[config.mk]
export PLATFORM = sky130hd
export DESIGN_NAME = mc_control_flat
export DESIGN_NICKNAME = d
export VERILOG_FILES = /design/src/rtl/mc_control_if.sv /design/src/rtl/mc_control.sv /design/src/flat_wrapper.sv
export SDC_FILE = /design/constraint.sdc
export NUM_CORES = 1
export LEC_CHECK = 0
export ABC_CLOCK_PERIOD_IN_PS = 1300
export CAP_MARGIN = 20
export CORE_MARGIN = 10
export CORE_UTILIZATION = 37
export DETAILED_ROUTE_END_ITERATION = 7
export PLACE_DENSITY = 0.8
export SKIP_CTS_REPAIR_TIMING = 1
export SLEW_MARGIN = 20
export SYNTH_ARGS = -nofsm -noshare
export SYNTH_HDL_FRONTEND = slang
export SYNTH_SLANG_ARGS = --single-unit
[constraint.sdc]
create_clock -name i_clock -period 1.3 [get_ports i_clock]
set_input_delay 0.13 -clock i_clock [delete_from_list [all_inputs] [get_ports i_clock]]
set_output_delay 0.13 -clock i_clock [all_outputs]
set_load 0.02 [all_outputs]
[src/rtl/mc_control_if.sv]
// Datapath <-> multicycle control bus. slave = mc_control, master = datapath side.
interface mc_control_if;
  logic [3:0] i_opcode;
  logic       i_mem_ready;
  logic       i_zero;
  logic [1:0] o_alu_op;
  logic       o_alu_src;
  logic       o_pc_write;
  logic       o_ir_write;
  logic       o_mem_read;
  logic       o_mem_write;
  logic       o_reg_write;
  logic       o_mem_to_reg;
  logic [1:0] o_pc_src;
  logic [2:0] o_state;
  logic       o_illegal;
  logic       o_bus_error;
  logic       o_halted;

  modport master (
    output i_opcode, i_mem_ready, i_zero,
    input  o_alu_op, o_alu_src, o_pc_write, o_ir_write, o_mem_read, o_mem_write,
           o_reg_write, o_mem_to_reg, o_pc_src, o_state, o_illegal, o_bus_error, o_halted
  );

  modport slave (
    input  i_opcode, i_mem_ready, i_zero,
    output o_alu_op, o_alu_src, o_pc_write, o_ir_write, o_mem_read, o_mem_write,
           o_reg_write, o_mem_to_reg, o_pc_src, o_state, o_illegal, o_bus_error, o_halted
  );
endinterface

[src/rtl/mc_control.sv]
// Multicycle CPU control FSM (FETCH/DECODE/EXEC/MEM/WB/HALT).
// Define MEM_WAIT_TIMEOUT_EN to bound memory waits and raise bus_error on expiry.
module mc_control #(
  parameter int TIMEOUT_CYCLES = 15
) (
  input  logic        i_clock,
  input  logic        i_reset,
  mc_control_if.slave bus
);

  typedef enum logic [2:0] {
    S_FETCH  = 3'd0,
    S_DECODE = 3'd1,
    S_EXEC   = 3'd2,
    S_MEM    = 3'd3,
    S_WB     = 3'd4,
    S_HALT   = 3'd5
  } state_t;

  localparam logic [3:0] OP_R    = 4'b0000;
  localparam logic [3:0] OP_ADDI = 4'b0001;
  localparam logic [3:0] OP_LW   = 4'b0010;
  localparam logic [3:0] OP_SW   = 4'b0011;
  localparam logic [3:0] OP_BEQ  = 4'b0100;
  localparam logic [3:0] OP_JMP  = 4'b0101;
  localparam logic [3:0] OP_HALT = 4'b1111;

  if (TIMEOUT_CYCLES < 1) begin : g_bad_timeout
    $error("TIMEOUT_CYCLES must be at least 1");
  end

  state_t     r_state;
  state_t     w_next;
  logic [3:0] r_opcode;

  logic [1:0] w_alu_op;
  logic       w_alu_src;
  logic       w_pc_write;
  logic       w_ir_write;
  logic       w_mem_read;
  logic       w_mem_write;
  logic       w_reg_write;
  logic       w_mem_to_reg;
  logic [1:0] w_pc_src;
  logic       w_illegal;
  logic       w_halted;
  logic       w_timeout;
  logic       w_bus_error;

  // Opcode is captured on the same edge the IR loads, so it stays valid through WB.
  always_ff @(posedge i_clock) begin
    if (!i_reset) begin
      r_state  <= S_FETCH;
      r_opcode <= 4'b0000;
    end else begin
      r_state <= w_next;
      if (r_state == S_FETCH && bus.i_mem_ready)
        r_opcode <= bus.i_opcode;
    end
  end

  always_comb begin
    w_next       = r_state;
    w_alu_op     = 2'b00;
    w_alu_src    = 1'b0;
    w_pc_write   = 1'b0;
    w_ir_write   = 1'b0;
    w_mem_read   = 1'b0;
    w_mem_write  = 1'b0;
    w_reg_write  = 1'b0;
    w_mem_to_reg = 1'b0;
    w_pc_src     = 2'b00;
    w_illegal    = 1'b0;
    w_halted     = 1'b0;
    case (r_state)
      S_FETCH: begin
        w_mem_read = 1'b1;
        w_ir_write = bus.i_mem_ready;
        w_pc_write = bus.i_mem_ready;
        if (bus.i_mem_ready) w_next = S_DECODE;
        else if (w_timeout)  w_next = S_HALT;
      end
      S_DECODE: begin
        case (r_opcode)
          OP_HALT: w_next = S_HALT;
          OP_JMP: begin
            w_pc_write = 1'b1;
            w_pc_src   = 2'b10;
            w_next     = S_FETCH;
          end
          OP_R, OP_ADDI, OP_LW, OP_SW, OP_BEQ: w_next = S_EXEC;
          default: begin
            w_illegal = 1'b1;
            w_next    = S_FETCH;
          end
        endcase
      end
      S_EXEC: begin
        case (r_opcode)
          OP_R: begin
            w_alu_op = 2'b10;
            w_next   = S_WB;
          end
          OP_ADDI: begin
            w_alu_src = 1'b1;
            w_next    = S_WB;
          end
          OP_LW, OP_SW: begin
            w_alu_src = 1'b1;
            w_next    = S_MEM;
          end
          OP_BEQ: begin
            w_alu_op   = 2'b01;
            w_pc_src   = 2'b01;
            w_pc_write = bus.i_zero;
            w_next     = S_FETCH;
          end
          default: w_next = S_FETCH;
        endcase
      end
      S_MEM: begin
        w_mem_read  = (r_opcode == OP_LW);
        w_mem_write = (r_opcode == OP_SW);
        if (bus.i_mem_ready) w_next = (r_opcode == OP_LW) ? S_WB : S_FETCH;
        else if (w_timeout)  w_next = S_HALT;
      end
      S_WB: begin
        w_reg_write  = 1'b1;
        w_mem_to_reg = (r_opcode == OP_LW);
        w_next       = S_FETCH;
      end
      S_HALT: w_halted = 1'b1;
      default: w_next = S_FETCH;
    endcase
  end

`ifdef MEM_WAIT_TIMEOUT_EN
  localparam int              CW  = $clog2(TIMEOUT_CYCLES + 1);
  localparam logic [CW-1:0]   LIM = CW'(TIMEOUT_CYCLES - 1);

  logic [CW-1:0] r_wait_cnt;
  logic          r_bus_error;
  logic          w_waiting;

  assign w_waiting = (r_state == S_FETCH || r_state == S_MEM) && !bus.i_mem_ready;
  // Fires on the wait cycle whose increment would reach the limit.
  assign w_timeout   = w_waiting && (r_wait_cnt >= LIM);
  assign w_bus_error = r_bus_error;

  always_ff @(posedge i_clock) begin
    if (!i_reset) begin
      r_wait_cnt  <= '0;
      r_bus_error <= 1'b0;
    end else begin
      if (w_timeout) r_bus_error <= 1'b1;
      if (!w_waiting || w_next != r_state) r_wait_cnt <= '0;
      else                                 r_wait_cnt <= r_wait_cnt + CW'(1);
    end
  end
`else
  assign w_timeout   = 1'b0;
  assign w_bus_error = 1'b0;
`endif

  // Everything is masked during reset so no strobe escapes while the FSM is held.
  assign bus.o_alu_op     = i_reset ? w_alu_op : 2'b00;
  assign bus.o_alu_src    = i_reset & w_alu_src;
  assign bus.o_pc_write   = i_reset & w_pc_write;
  assign bus.o_ir_write   = i_reset & w_ir_write;
  assign bus.o_mem_read   = i_reset & w_mem_read;
  assign bus.o_mem_write  = i_reset & w_mem_write;
  assign bus.o_reg_write  = i_reset & w_reg_write;
  assign bus.o_mem_to_reg = i_reset & w_mem_to_reg;
  assign bus.o_pc_src     = i_reset ? w_pc_src : 2'b00;
  assign bus.o_state      = i_reset ? r_state : 3'd0;
  assign bus.o_illegal    = i_reset & w_illegal;
  assign bus.o_bus_error  = i_reset & w_bus_error;
  assign bus.o_halted     = i_reset & w_halted;

endmodule

[src/flat_wrapper.sv]
// flat-port wrapper written by rule: the top's interface ports become plain ports
module mc_control_flat 
#(
  parameter int TIMEOUT_CYCLES = 15
)
  (i_clock, i_reset, bus_i_opcode, bus_i_mem_ready, bus_i_zero, bus_o_alu_op, bus_o_alu_src, bus_o_pc_write, bus_o_ir_write, bus_o_mem_read, bus_o_mem_write, bus_o_reg_write, bus_o_mem_to_reg, bus_o_pc_src, bus_o_state, bus_o_illegal, bus_o_bus_error, bus_o_halted);
  mc_control_if bus_i ();
  input  logic i_clock;
  input  logic i_reset;
  input wire logic [$bits(bus_i.i_opcode)-1:0] bus_i_opcode;
  input wire logic [$bits(bus_i.i_mem_ready)-1:0] bus_i_mem_ready;
  input wire logic [$bits(bus_i.i_zero)-1:0] bus_i_zero;
  output wire logic [$bits(bus_i.o_alu_op)-1:0] bus_o_alu_op;
  output wire logic [$bits(bus_i.o_alu_src)-1:0] bus_o_alu_src;
  output wire logic [$bits(bus_i.o_pc_write)-1:0] bus_o_pc_write;
  output wire logic [$bits(bus_i.o_ir_write)-1:0] bus_o_ir_write;
  output wire logic [$bits(bus_i.o_mem_read)-1:0] bus_o_mem_read;
  output wire logic [$bits(bus_i.o_mem_write)-1:0] bus_o_mem_write;
  output wire logic [$bits(bus_i.o_reg_write)-1:0] bus_o_reg_write;
  output wire logic [$bits(bus_i.o_mem_to_reg)-1:0] bus_o_mem_to_reg;
  output wire logic [$bits(bus_i.o_pc_src)-1:0] bus_o_pc_src;
  output wire logic [$bits(bus_i.o_state)-1:0] bus_o_state;
  output wire logic [$bits(bus_i.o_illegal)-1:0] bus_o_illegal;
  output wire logic [$bits(bus_i.o_bus_error)-1:0] bus_o_bus_error;
  output wire logic [$bits(bus_i.o_halted)-1:0] bus_o_halted;
  assign bus_i.i_opcode = bus_i_opcode;
  assign bus_i.i_mem_ready = bus_i_mem_ready;
  assign bus_i.i_zero = bus_i_zero;
  assign bus_o_alu_op = bus_i.o_alu_op;
  assign bus_o_alu_src = bus_i.o_alu_src;
  assign bus_o_pc_write = bus_i.o_pc_write;
  assign bus_o_ir_write = bus_i.o_ir_write;
  assign bus_o_mem_read = bus_i.o_mem_read;
  assign bus_o_mem_write = bus_i.o_mem_write;
  assign bus_o_reg_write = bus_i.o_reg_write;
  assign bus_o_mem_to_reg = bus_i.o_mem_to_reg;
  assign bus_o_pc_src = bus_i.o_pc_src;
  assign bus_o_state = bus_i.o_state;
  assign bus_o_illegal = bus_i.o_illegal;
  assign bus_o_bus_error = bus_i.o_bus_error;
  assign bus_o_halted = bus_i.o_halted;
  mc_control #(.TIMEOUT_CYCLES(TIMEOUT_CYCLES)) u_core (.i_clock(i_clock), .i_reset(i_reset), .bus(bus_i));
endmodule
# Word-level counts from Yosys, hierarchy flattened
# Cells that the tools add are included.
word_totals:
  reg_bits: 7
  inputBits: 8
  output_inout_bits: 17
classes:
  n_eq_ne: 13
  mux: 27
  bitwise: 10
  n_reduce_logical: 9
ops:
  columns: ["cell", "count"]
  rows:
  - ["$pmux 3 s5", 1]
  - ["$mux 1", 12]
  - ["$mux 3", 4]
  - ["$pmux 3 s2", 2]
  - ["$and 1x1->1", 9]
  - ["$eq 4x2->1 const B", 2]
  - ["$eq 4x3->1 const B", 2]
  - ["$mux 2", 4]
  - ["$pmux 2 s2", 2]
  - ["$reduce_or 7->1", 1]
  - ["$eq 3x2->1 const B", 2]
  - ["$eq 3x3->1 const B", 2]
  - ["$reduce_or 5->1", 1]
  - ["$eq 4x1->1 const B", 1]
  - ["$eq 4x4->1 const B", 1]
  - ["$logic_not 4->1", 1]
  - ["$ne 2x2->1 const B", 2]
  - ["$reduce_or 2->1", 2]
  - ["$eq 3x1->1 const B", 1]
  - ["$logic_not 3->1", 1]
  - ["$pmux 1 s3", 1]
  - ["$reduce_and 3->1", 1]
  - ["$reduce_or 3->1", 1]
  - ["$pmux 1 s2", 1]
  - ["other kinds (2)", 2]

# Logic depth before layout (Yosys ltp)
logic_depth:
  depth_word: 5
  mapped_depth: 5

# Least setup slack after synthesis
# Ideal clock, no wire load.
synth_timing:
  path_type: "flip-flop to output port"
  startpoint: "reg u_core.r_state[1]"
  endpoint: "out bus_o_pc_src[0]"
  arrival_time_ns: 1.429
  required_time_ns: 1.170
  setup_slack_ns: -0.259
  stages_incl_launch_ff: 6
  cell_sequence: "dfxtp_1 > buf_2 > nor3b_2 > nand3_1 > nor2b_1 > buf_4"
synth_between:
  elab_chain_len: 3
  word_cells_on_any_way: 4
  classes_between: "2 x eq/ne; 2 x mux"
synth_lines:
  columns: ["item", "line_no", "text"]
  rows:
  - ["from (decl)", "mc_control.sv:32", "state_t r_state;"]
  - ["from (signal assigned)", "mc_control.sv:56", "r_state <= w_next;"]
  - ["$eq 3x2->1 / $eq 3x1->1 (equally long branches)", "mc_control.sv:75", "case (r_state)"]
  - ["$pmux 2 s2 *", "mc_control.sv:75", null]
  - ["$mux 2 *", "mc_control.sv:174", "assign bus.o_pc_src = i_reset ? w_pc_src : 2'b00;"]
  - ["to (decl)", "flat_wrapper.sv:21", "output wire logic [$bits(bus_i.o_pc_src)-1:0] bus_o_pc_src;"]
# Mark *: on every way between the ends. The rest lies on a longest branch, timed or not.

# Worst setup path after layout
layout_timing:
  startpoint: "reg u_core.r_state[0]"
  endpoint: "out bus_o_pc_write"
layout_between:
  elab_chain_len: 3
  word_cells_on_any_way: 5
  classes_between: "2 x eq/ne; 1 x mux; 1 x bitwise; 1 x reduce/logical"
layout_lines:
  columns: ["item", "line_no", "text"]
  rows:
  - ["$eq 3x2->1 (tied with other cells)", "mc_control.sv:75", null]
  - ["$pmux 1 s3 *", "mc_control.sv:75", null]
  - ["$and 1x1->1 *", "mc_control.sv:168", "assign bus.o_pc_write = i_reset & w_pc_write;"]
  - ["to (decl)", "flat_wrapper.sv:15", "output wire logic [$bits(bus_i.o_pc_write)-1:0] bus_o_pc_write;"]
# Marks and branches as above.

==> flow_metrics.tcl <==
set metrics [dict create \
    status "complete, but fails checks" \
    violations "setup timing" \
    setup_viol 17 \
    yosys.cell_types.count 33 \
    worst_slack_ns -0.342 \
    synth_nets 87 \
    area_delta_synth_final_pct 108 \
    fillers 83 \
    vias 785 \
    synth_area_um2 606 \
    path_clk_slew_ns 0.06 \
    hold_path_class "in2reg" \
    cts_max_level 1 \
    grt_pass1_vias 753 \
    async_flop_share_pct 0 \
    synth_edf_count 0 \
    worstSetupEndpointType "output pin" \
    nNetsFinal 140 \
    slowest_stage "dfxtp_2" \
    drcViolationCount 0 \
    cts_buffer_depth 2 \
    gp_congestion 0.887 \
    critPathLaunchType "flip-flop" \
    drt_iter0_drc 19 \
    post_drt_wl_per_cell_um 17.2 \
    min_period_over_period_pct 126 \
    synth_top_area_cell "dfxtp_1" \
    fmax_mhz 609 \
    yosysTopAreaCellShare_pct 23.1 \
    fin_util_pct 82.6 \
    numPortBuffers 23 \
    period_needed_ns 1.64 \
    synth.area.top_cells "dfxtp_1 (23%), nor2_1 (8.1%), mux2i_1 (6.6%)" \
    yosys_warnings 0 \
    die_h_um 60.5 \
    grt_setup_unrepaired "true" \
    postRouteWirelength_mm 2.52 \
    critPathRequiredTime_ns 1.17 \
    whs_ns 0.474 \
    ys_ff_latch 7 \
    grt_pass1_wl_mm 3.17 \
    total_power_mw 0.996 \
    crit_type "reg2out" \
    initial_core_util_pct 39.7 \
    avgSynthCellArea_um2 7.67 \
    clock-sinks 7 \
    dr.pass1.iters 4 \
    crit_arrival_ns 1.51 \
    coreArea_um2 1520 \
    antenna_found_initial 0 \
    report.final.slew_viol_count 0 \
    synth.most_common_cell "nor2_1" \
    overflow 0 \
    netlist_instances 79 \
    die_w_um 60.5 \
    max_stage_delay_ns 0.33 \
    grt_max_degree 11 \
    grt_use_total_pct 11.3 \
    pre_cts_slack_ns -0.649 \
    cts_tree "yes" \
    seq_area_frac_synth_pct 23.1 \
    cts_buffers 3 \
    max_cap_viol_count 0 \
    io_pins 25 \
    leakage_nw 0.564 \
    place_area_um2 1050 \
    synthTopCellsByCount "nor2_1 (13), dfxtp_1 (7), buf_2 (6)" \
    crit_path_cell_trace "buf_12 > nor4b_4 > a31oi_1 > a221oi_2 > buf_4" \
    power_density_nw_per_um2 791 \
    dieArea_um2 3650 \
    ys.flop_type "dfxtp_1" \
    antenna_cells 0 \
    vias_per_cell 5.34 \
    final_antenna_net_count 0 \
    root_buffer "clkbuf_4" \
    drive_gt1_share_pct 67.9 \
    hpwl_mm 1.73 \
    hold_viol_final 0 \
    skew_ns 0.00188 \
    cp_max_fo 7 \
    rows 14 \
    final_area_um2 1260 \
    ir_drop_v 0.000637 \
    clock_latency_ns 0.27 \
]
-- report_power, final --
part | internal, mW | leakage (nW) | switching [mW] | total, mW
clock network | 0.114 | 0.0177 | 0.110 | 0.224
logic | 0.270 | 0.485 | 0.238 | 0.508
registers | 0.235 | 0.0614 | 0.0291 | 0.264
total | 0.620 | 0.564 | 0.376 | 0.996
-- critical path, delay by kind of cell (launching register included) --
family	cells	cell delay, ns
AOI/OAI and AO/OA	2	0.31
buffers and inverters	2	0.30
DFF	1	0.33
and+or+nand+nor	1	0.29
-- routing by layer --
layer | share of wire [%] | track usage, % | vias to the layer above
met5 | 0 | 0 | -
met4 | 0.83 | 3.76 | 0
met3 | 3.8 | 5.01 | 5
met2 | 57 | 21.5 | 18
met1 | 39 | 10.6 | 377
li1 | - | - | 385
-- final timing paths --
path / startpoint / end / slack (ns) / cells after the start
setup / recovery: u_core.r_state[0]$_SDFFE_PN0P_ / bus_o_pc_write / -0.34 / 5
hold / removal: bus_i_opcode[3] / u_core.r_opcode[3]$_SDFFE_PN0N_ / 0.47 / 3
setup reg to reg: u_core.r_state[0]$_SDFFE_PN0P_ / u_core.r_opcode[1]$_SDFFE_PN0N_ / -0.03 / 5
hold reg to reg: u_core.r_opcode[0]$_SDFFE_PN0N_ / u_core.r_opcode[0]$_SDFFE_PN0N_ / 0.68 / 3
-- state kept, by name, indices dropped and copies added (netlist names) --
register	cells
u_core.r_opcode	4
u_core.r_state	3
-- metrics by stage --
stage / std cells / TNS, ns
floorplan: 79 / -0.345
global placement: 135 / -8.28
detailed placement: 135 / -8.56
CTS: 139 / -11.64
global route: 147 / -4.25
finish: 147 / -3.16
-- area by class of cell --
cell class / count / area, µm² / area share (%)
Clock inverter: 1 / 5.00 / 0.398
Inverter: 3 / 13.8 / 1.09
Sequential cell: 7 / 159 / 12.6
Timing Repair Buffer: 57 / 503 / 40.0
Tap cell: 16 / 20.0 / 1.59
Clock buffer: 3 / 22.5 / 1.79
Multi-Input combinational cell: 60 / 536 / 42.5
-- cells in the final DEF (no fill, tap or decap), types with 2 or more instances in the layout --
| cell type | count |
|---|---|
| mux2i_1 | 4 |
| dfxtp_4 | 4 |
| buf_4 | 37 |
| dfxtp_2 | 3 |
| nor3_2 | 2 |
| a221oi_2 | 2 |
| nand2b_1 | 3 |
| nor3b_4 | 2 |
| a21oi_2 | 2 |
| buf_6 | 12 |
| nand2_4 | 2 |
| clkdlybuf4s50_1 | 7 |
| nand3_1 | 2 |
| nor2_1 | 9 |
| nor2_4 | 4 |
| nor2b_2 | 2 |
| nor2b_4 | 2 |
| a21oi_1 | 2 |
| inv_1 | 2 |
| clkbuf_4 | 3 |
-- kinds of logic after synthesis --
group / after synthesis / share of synthesized area (%)
other cells: 1 / 0.619
simple gates: 41 / 41.3
flops: 7 / 23.1
compound gates: 14 / 17.1
buf+inv: 12 / 11.2
mux: 4 / 6.61
Note: power is estimated with default switching activity, not from simulation.
